--- src/rtl/filter_sched.sv ---
// rtl/filter_sched.sv - round-robin scheduler sharing one filter cascade among four channels
module filter_sched #(
  parameter int NCH     = 4,
  parameter int TIMEOUT = 255
) (
  input  logic              clk,
  input  logic              rst,
  input  logic [NCH-1:0]    req,
  input  logic [32*NCH-1:0] din,
  input  logic [4*NCH-1:0]  a1_ch,
  input  logic [4*NCH-1:0]  a2_ch,
  output logic [NCH-1:0]    ack,
  output logic              f_once,
  output logic [31:0]       f_in,
  output logic [3:0]        f_a1,
  output logic [3:0]        f_a2,
  input  logic              f_done,
  input  logic [31:0]       f_out,
  output logic [31:0]       res,
  output logic [1:0]        res_ch,
  output logic              res_valid,
  output logic              busy,
  output logic              err,
  input  logic              clr_err
);

  localparam int CW = $clog2(TIMEOUT + 1);

  typedef enum logic [1:0] {IDLE, ISSUE, WAIT, STORE} state_t;

  state_t        state, state_nx;
  logic [1:0]    last, cur, gnt;
  logic          gnt_valid;
  logic [CW-1:0] cnt;
  logic          timeout;

  // Round-robin pick: search starts just after the last served channel and wraps.
  always_comb begin
    gnt       = last;
    gnt_valid = 1'b0;
    for (int i = 1; i <= NCH; i++) begin
      if (!gnt_valid && req[2'(last + 2'(i))]) begin
        gnt_valid = 1'b1;
        gnt       = 2'(last + 2'(i));
      end
    end
  end

  // Abort condition: waited the full budget and the filter still has not answered.
  assign timeout = (state == WAIT) && !f_done && (cnt == CW'(TIMEOUT));

  // State register.
  always_ff @(posedge clk or negedge rst) begin
    if (!rst) state <= IDLE;
    else      state <= state_nx;
  end

  // Next-state logic and the per-state pulse outputs.
  always_comb begin
    state_nx  = state;
    f_once    = 1'b0;
    res_valid = 1'b0;
    ack       = '0;
    busy      = (state != IDLE);
    case (state)
      IDLE:  if (gnt_valid) state_nx = ISSUE;
      ISSUE: begin
        f_once   = 1'b1;
        state_nx = WAIT;
      end
      WAIT: begin
        if (f_done) begin
          state_nx = STORE;
        end else if (timeout) begin
          ack      = NCH'(1) << cur;
          state_nx = IDLE;
        end
      end
      STORE: begin
        res_valid = 1'b1;
        ack       = NCH'(1) << cur;
        state_nx  = IDLE;
      end
      default: state_nx = IDLE;
    endcase
  end

  // Job datapath: grant latch, wait counter, result capture.
  always_ff @(posedge clk or negedge rst) begin
    if (!rst) begin
      last   <= 2'd3;
      cur    <= 2'd0;
      f_in   <= '0;
      f_a1   <= '0;
      f_a2   <= '0;
      cnt    <= '0;
      res    <= '0;
      res_ch <= '0;
    end else begin
      case (state)
        IDLE: begin
          if (gnt_valid) begin
            cur  <= gnt;
            last <= gnt;
            f_in <= din[{gnt, 5'b0} +: 32];
            f_a1 <= a1_ch[{gnt, 2'b0} +: 4];
            f_a2 <= a2_ch[{gnt, 2'b0} +: 4];
          end
        end
        ISSUE: cnt <= '0;
        WAIT: begin
          if (f_done) begin
            res    <= f_out;
            res_ch <= cur;
          end else if (!timeout) begin
            cnt <= cnt + CW'(1);
          end
        end
        default: ;
      endcase
    end
  end

  // Sticky error flag; a timeout outranks a simultaneous clear.
  always_ff @(posedge clk or negedge rst) begin
    if (!rst)         err <= 1'b0;
    else if (timeout) err <= 1'b1;
    else if (clr_err) err <= 1'b0;
  end

endmodule

--- config.mk ---
export PLATFORM = sky130hd
export DESIGN_NAME = filter_sched
export DESIGN_NICKNAME = d
export VERILOG_FILES = /design/src/rtl/filter_sched.sv
export SDC_FILE = /design/constraint.sdc
export NUM_CORES = 1
export LEC_CHECK = 0
export ABC_AREA = 1
export BUFFER_PORTS_ARGS = -buffer_cell sky130_fd_sc_hd__buf_4
export CAP_MARGIN = 5
export CORE_AREA = 2 2 108 131
export CTS_CLUSTER_DIAMETER = 120
export DETAILED_ROUTE_END_ITERATION = 12
export DIE_AREA = 0 0 110 133
export PLACE_DENSITY = 0.77
export SETUP_SLACK_MARGIN = 0.1
export SYNTH_ARGS = -nofsm -noshare
export SYNTH_HDL_FRONTEND = slang
export SYNTH_SLANG_ARGS = --single-unit
--- constraint.sdc ---
create_clock -name clk -period 1.7 [get_ports clk]
set_input_delay 0.085 -clock clk [delete_from_list [all_inputs] [get_ports clk]]
set_output_delay 0.085 -clock clk [all_outputs]
set_load 0.1 [all_outputs]
Word-level counts from Yosys, hierarchy flattened
Cells that the tools add are included.

cells by class
  add/sub/neg operators = 4
  $lt $le $gt $ge = 4
  eq/ne operators = 8
  shifts and indexed selects = 4
  muxes and demuxes = 30
  reductions and logical operators = 17

operator list
  operator               count
  $shiftx A128 B8 Y32    1
  $shiftx A16 B5 Y4      2
  $mux W8                2
  $pmux W8 S2            1
  $mux W2                7
  $lt A2 B3 Y1 const B   4
  $mux W1                12
  $add A8 B1 Y8 const B  1
  $bmux W1 S2            4
  $eq A8 B8 Y1 const B   1
  $mux W4                2
  $pmux W2 S4            1
  $pmux W4 S2            1
  $ne A2 B2 Y1 const B   3
  $reduce_and A2 Y1      3
  $reduce_bool A2 Y1     3
  $logic_and A1 B1 Y1    5
  $add A2 B2 Y2 const B  2
  $eq A2 B2 Y1 const B   2
  $logic_not A1 Y1       4
  $shl A1 B2 Y4 const A  1
  $ne A3 B3 Y1 const B   1
  $reduce_and A3 Y1      1
  $add A2 B1 Y2 const B  1
  other kinds (2)        2

word-level totals
  register bits = 89
  bits of input ports = 200
  output and inout bits = 82
  logic and storage cells = 77

Logic depth before layout (Yosys ltp)
  depth in word-level cells = 15
  gate-level depth with buffers = 15
  gate-level depth less buffers = 14

Worst setup path after synthesis
OpenSTA, ideal clock, no wires.

  path type = register to output
  from = register state[0]
  to = output port ack[0]
  arrival = 4.123 ns
  required time = 1.615 ns
  path slack = -2.508 ns
  cell stages (with the launch flop) = 5
  buffers on the path = 0
  cell sequence = dfrtp_1 > nand2_1 > inv_1 > nor2_1 > nor4_1

on the way
  longest elaborated chain between the ends = 6
  elaborated cells on any way between the ends = 7
  those cells by class = eq/ne (2); mux (3); reduce/logical (2)

RTL lines
  what                              line    text
  start, declared                   31      state_t state, state_nx;
  start signal, assigned            55      else state <= state_nx;
  $eq A2 B2 Y1                      50, 65
  $logic_and A1 B1 Y1 (2 in a row)  50      assign timeout = (state == WAIT) && !f_done && (cnt == CW'(TIMEOUT));
  $mux W4                           74      end else if (timeout) begin
  $mux W4                           72      if (f_done) begin
  $pmux W4 S2 (*)                   65      case (state)
  end, declared                     12      output logic [NCH-1:0] ack,

Mark *: on every way between the ends. The rest lies on a longest branch, timed or not.

Worst setup path after layout
  from = register cnt[0]
  to = output port ack[3]

on the way
  longest elaborated chain between the ends = 5

RTL lines
  what                    line  text
  start, declared         34    logic [CW-1:0] cnt;
  start signal, assigned  116   cnt <= cnt + CW'(1);
  $eq A8 B8 Y1            50
  $logic_and A1 B1 Y1     50
  $mux W4                 74
  $mux W4                 72
  $pmux W4 S2             65

No other way between the ends.

==> run summary <==
hold slack: 0.105 ns
Num CTS Buffers: 9
post-DP HPWL: 13700 microns
Post-route DRC: 0
fill count: 939
Synth Flop Type: dfrtp_1
r2r startpoint: last[0]
most frequent cells in the layout: buf_4, nand2_1, nand3_1, dfrtp_1, inv_1
violated checks: negative setup slack
clock sinks: 89
Slew Limit Fails: 0
number of synthesized flops with an enable pin: 0
period utilization: 131%
outcome: complete, but fails checks
Synth async-reset ratio: 100%
Area Growth Syn to Fin: 81.7%
Antenna Cells: 0
die area: 14600 sq um
Post-Syn Area: 5510 sq um
DR vias: 6873
Post-Syn Instances: 752
Routed WL: 23600 microns
Hold Vio Cnt, Final: 0
Initial Util: 40.9%
Yosys Warn Count: 0
critical path class: flop to output pin
Synth cell types: 29
syn nets: 953
reg-to-reg endpoint: f_in[7]
RSZ-0062 raised after global routing: yes
Final Core Density: 74.3%
clock root buffer: clkbuf_16
R2R cell count: 11
Arr. time, crit path: 2.14 ns
final setup margin: -0.525 ns
first-pass GRT wire length: 32800 microns
GRT Total Usage: 28.8%
number of global-route vias before repair: 6697
post-layout min period: 2.23 ns
HP Start: din[44]
leading cell type in the layout, fill and taps excluded: buf_4
# IOs: 282
Seq cells post-synth: 89
routability cong.: 0.917
MaxCap Viol Count: 0
Fmax achieved: 0.449 GHz
Setup crit start kind: flop
Worst-Skew Late Latency: 0.34 ns
gr ovfl total: 0
Crit Path Max Fanout: 3
Core ar.: 13500 sq um
vias per inst: 5.31
slew at the pin with the worst max-slew slack: 0.505 ns
largest net degree at the start of global routing: 90
ratio of cells with drive above 1 in the final layout: 46.4%
Min-Delay Path Class: input pin to flop
reg-to-reg slack, setup: -0.40 ns
Iteration-0 DRC Markers: 437
WP data required: 1.62 ns
Clk pin slew, worst setup/hold paths: 0.08 ns
drt first pass iters: 5
Setup Viol. Count Final: 56
DRT antenna net count: 0
maximum clock path buffer count: 2
CP endpoint kind: output pin
Clock Skew: 0.00585 ns
worst hold path cell count: 5
die height: 133 microns
routed length per instance: 18.3 microns
H-tree depth: 3
CTS tree: done
FP Rows: 47
max_slew headroom: 66.3%
mean post-synth cell area: 7.32 sq um
Die W: 110 microns
PortBufs: 281
Seq/Total Area, Yosys: 40.5%
nets: 1319
initial antenna violation count: 0
Worst Hold Endpoint: f_in[12]
==> worst max path at each step <==
stage	endpoint	depth (start not counted)	slack [ns]	start
finish	ack[3]	9	-0.53	cnt[0]
global placement	f_in[7]	14	-0.29	last[0]
floorplan	ack[0]	6	-0.57	state[1]
global route	ack[3]	9	-0.56	cnt[0]
CTS	f_a2[1]	15	-0.29	last[0]
detailed placement	f_in[0]	14	-0.31	last[0]
==> worst max-delay path, stage by stage (launching register included) <==
cell     delay [ns]
dfrtp_1        0.37
ha_2           0.21
nand2_2        0.09
nor2_1         0.14
nand2_1        0.10
nor2_1         0.16
nor2_2         0.08
buf_6          0.14
nor4_4         0.24
buf_6          0.28
==> Yosys cell counts, drive strengths merged, types with 2 or more instances <==
master | number | area share (%)
dfstp | 2 | 0.95
nor2 | 12 | 1.0
mux2 | 32 | 6.5
nand2 | 257 | 18
a21oi | 6 | 0.55
nand3b | 40 | 5.5
buf | 48 | 4.6
o21ai | 11 | 1.0
nor4 | 4 | 0.45
nand3 | 174 | 16
nor3 | 5 | 0.45
inv | 65 | 4.4
dfrtp | 87 | 40
==> cell type report <==
cell class	instances	area, sq um	area share [%]
Clock buffer	9	225	2.25
Clock inverter	7	97.6	0.975
Inverter	65	270	2.70
Multi-Input combinational cell	549	3290	32.9
Sequential cell	89	2230	22.3
Tap cell	171	214	2.14
Timing Repair Buffer	404	3680	36.8
==> kinds of logic after synthesis <==
logic type	after synthesis	share of synthesized area (%)
muxes	32	6.54
and+or+nand+nor	494	41.4
AOI/OAI and AO/OA	21	2.04
DFF	89	40.5
xor gates and xnor gates	1	0.159
buffers and inverters	114	9.13
adders and majority gates	1	0.227
==> state kept, by name, summed over array words and instances (netlist names) <==
| signal | cells |
|---|---|
| cnt | 8 |
| f_a1 | 4 |
| f_in | 32 |
| err | 1 |
| cur | 2 |
| state | 2 |
| res | 32 |
| res_ch | 2 |
| f_a2 | 4 |
| last | 2 |
==> per-layer routing <==
| layer | wire, microns | global-route usage [%] | up-vias |
|---|---|---|---|
| met5 | 0 | 0 | - |
| met4 | 1050 | 14.3 | 0 |
| met3 | 1680 | 6.01 | 82 |
| met2 | 12600 | 51.2 | 349 |
| met1 | 8290 | 31.8 | 3252 |
| li1 | - | - | 3190 |
==> through the flow <==
step,instances,area [sq um],worst slack [ns],TNS (ns)
detailed placement,1207,8300,-0.309,-12.19
global placement,1207,8300,-0.288,-10.88
finish,1294,10000,-0.525,-18.52
floorplan,752,5710,-0.574,-4.99
CTS,1279,9560,-0.285,-12.16
global route,1294,10000,-0.558,-22.72
==> repair_timing <==
item | 4_1_cts | 5_1_grt
hold endpoints to repair | 120 | 0
setup buffers | 15 | 12
setup endpoints to repair | 53 | 58
pin swaps | 24 | 27
cloned | 7 | 4
hold buffers | 34 | 0
resized for setup | 76 | 67
Power is left out: the tool's default activity adds up to more than one toggle a clock period on the data nets, which glitch-free logic cannot reach.
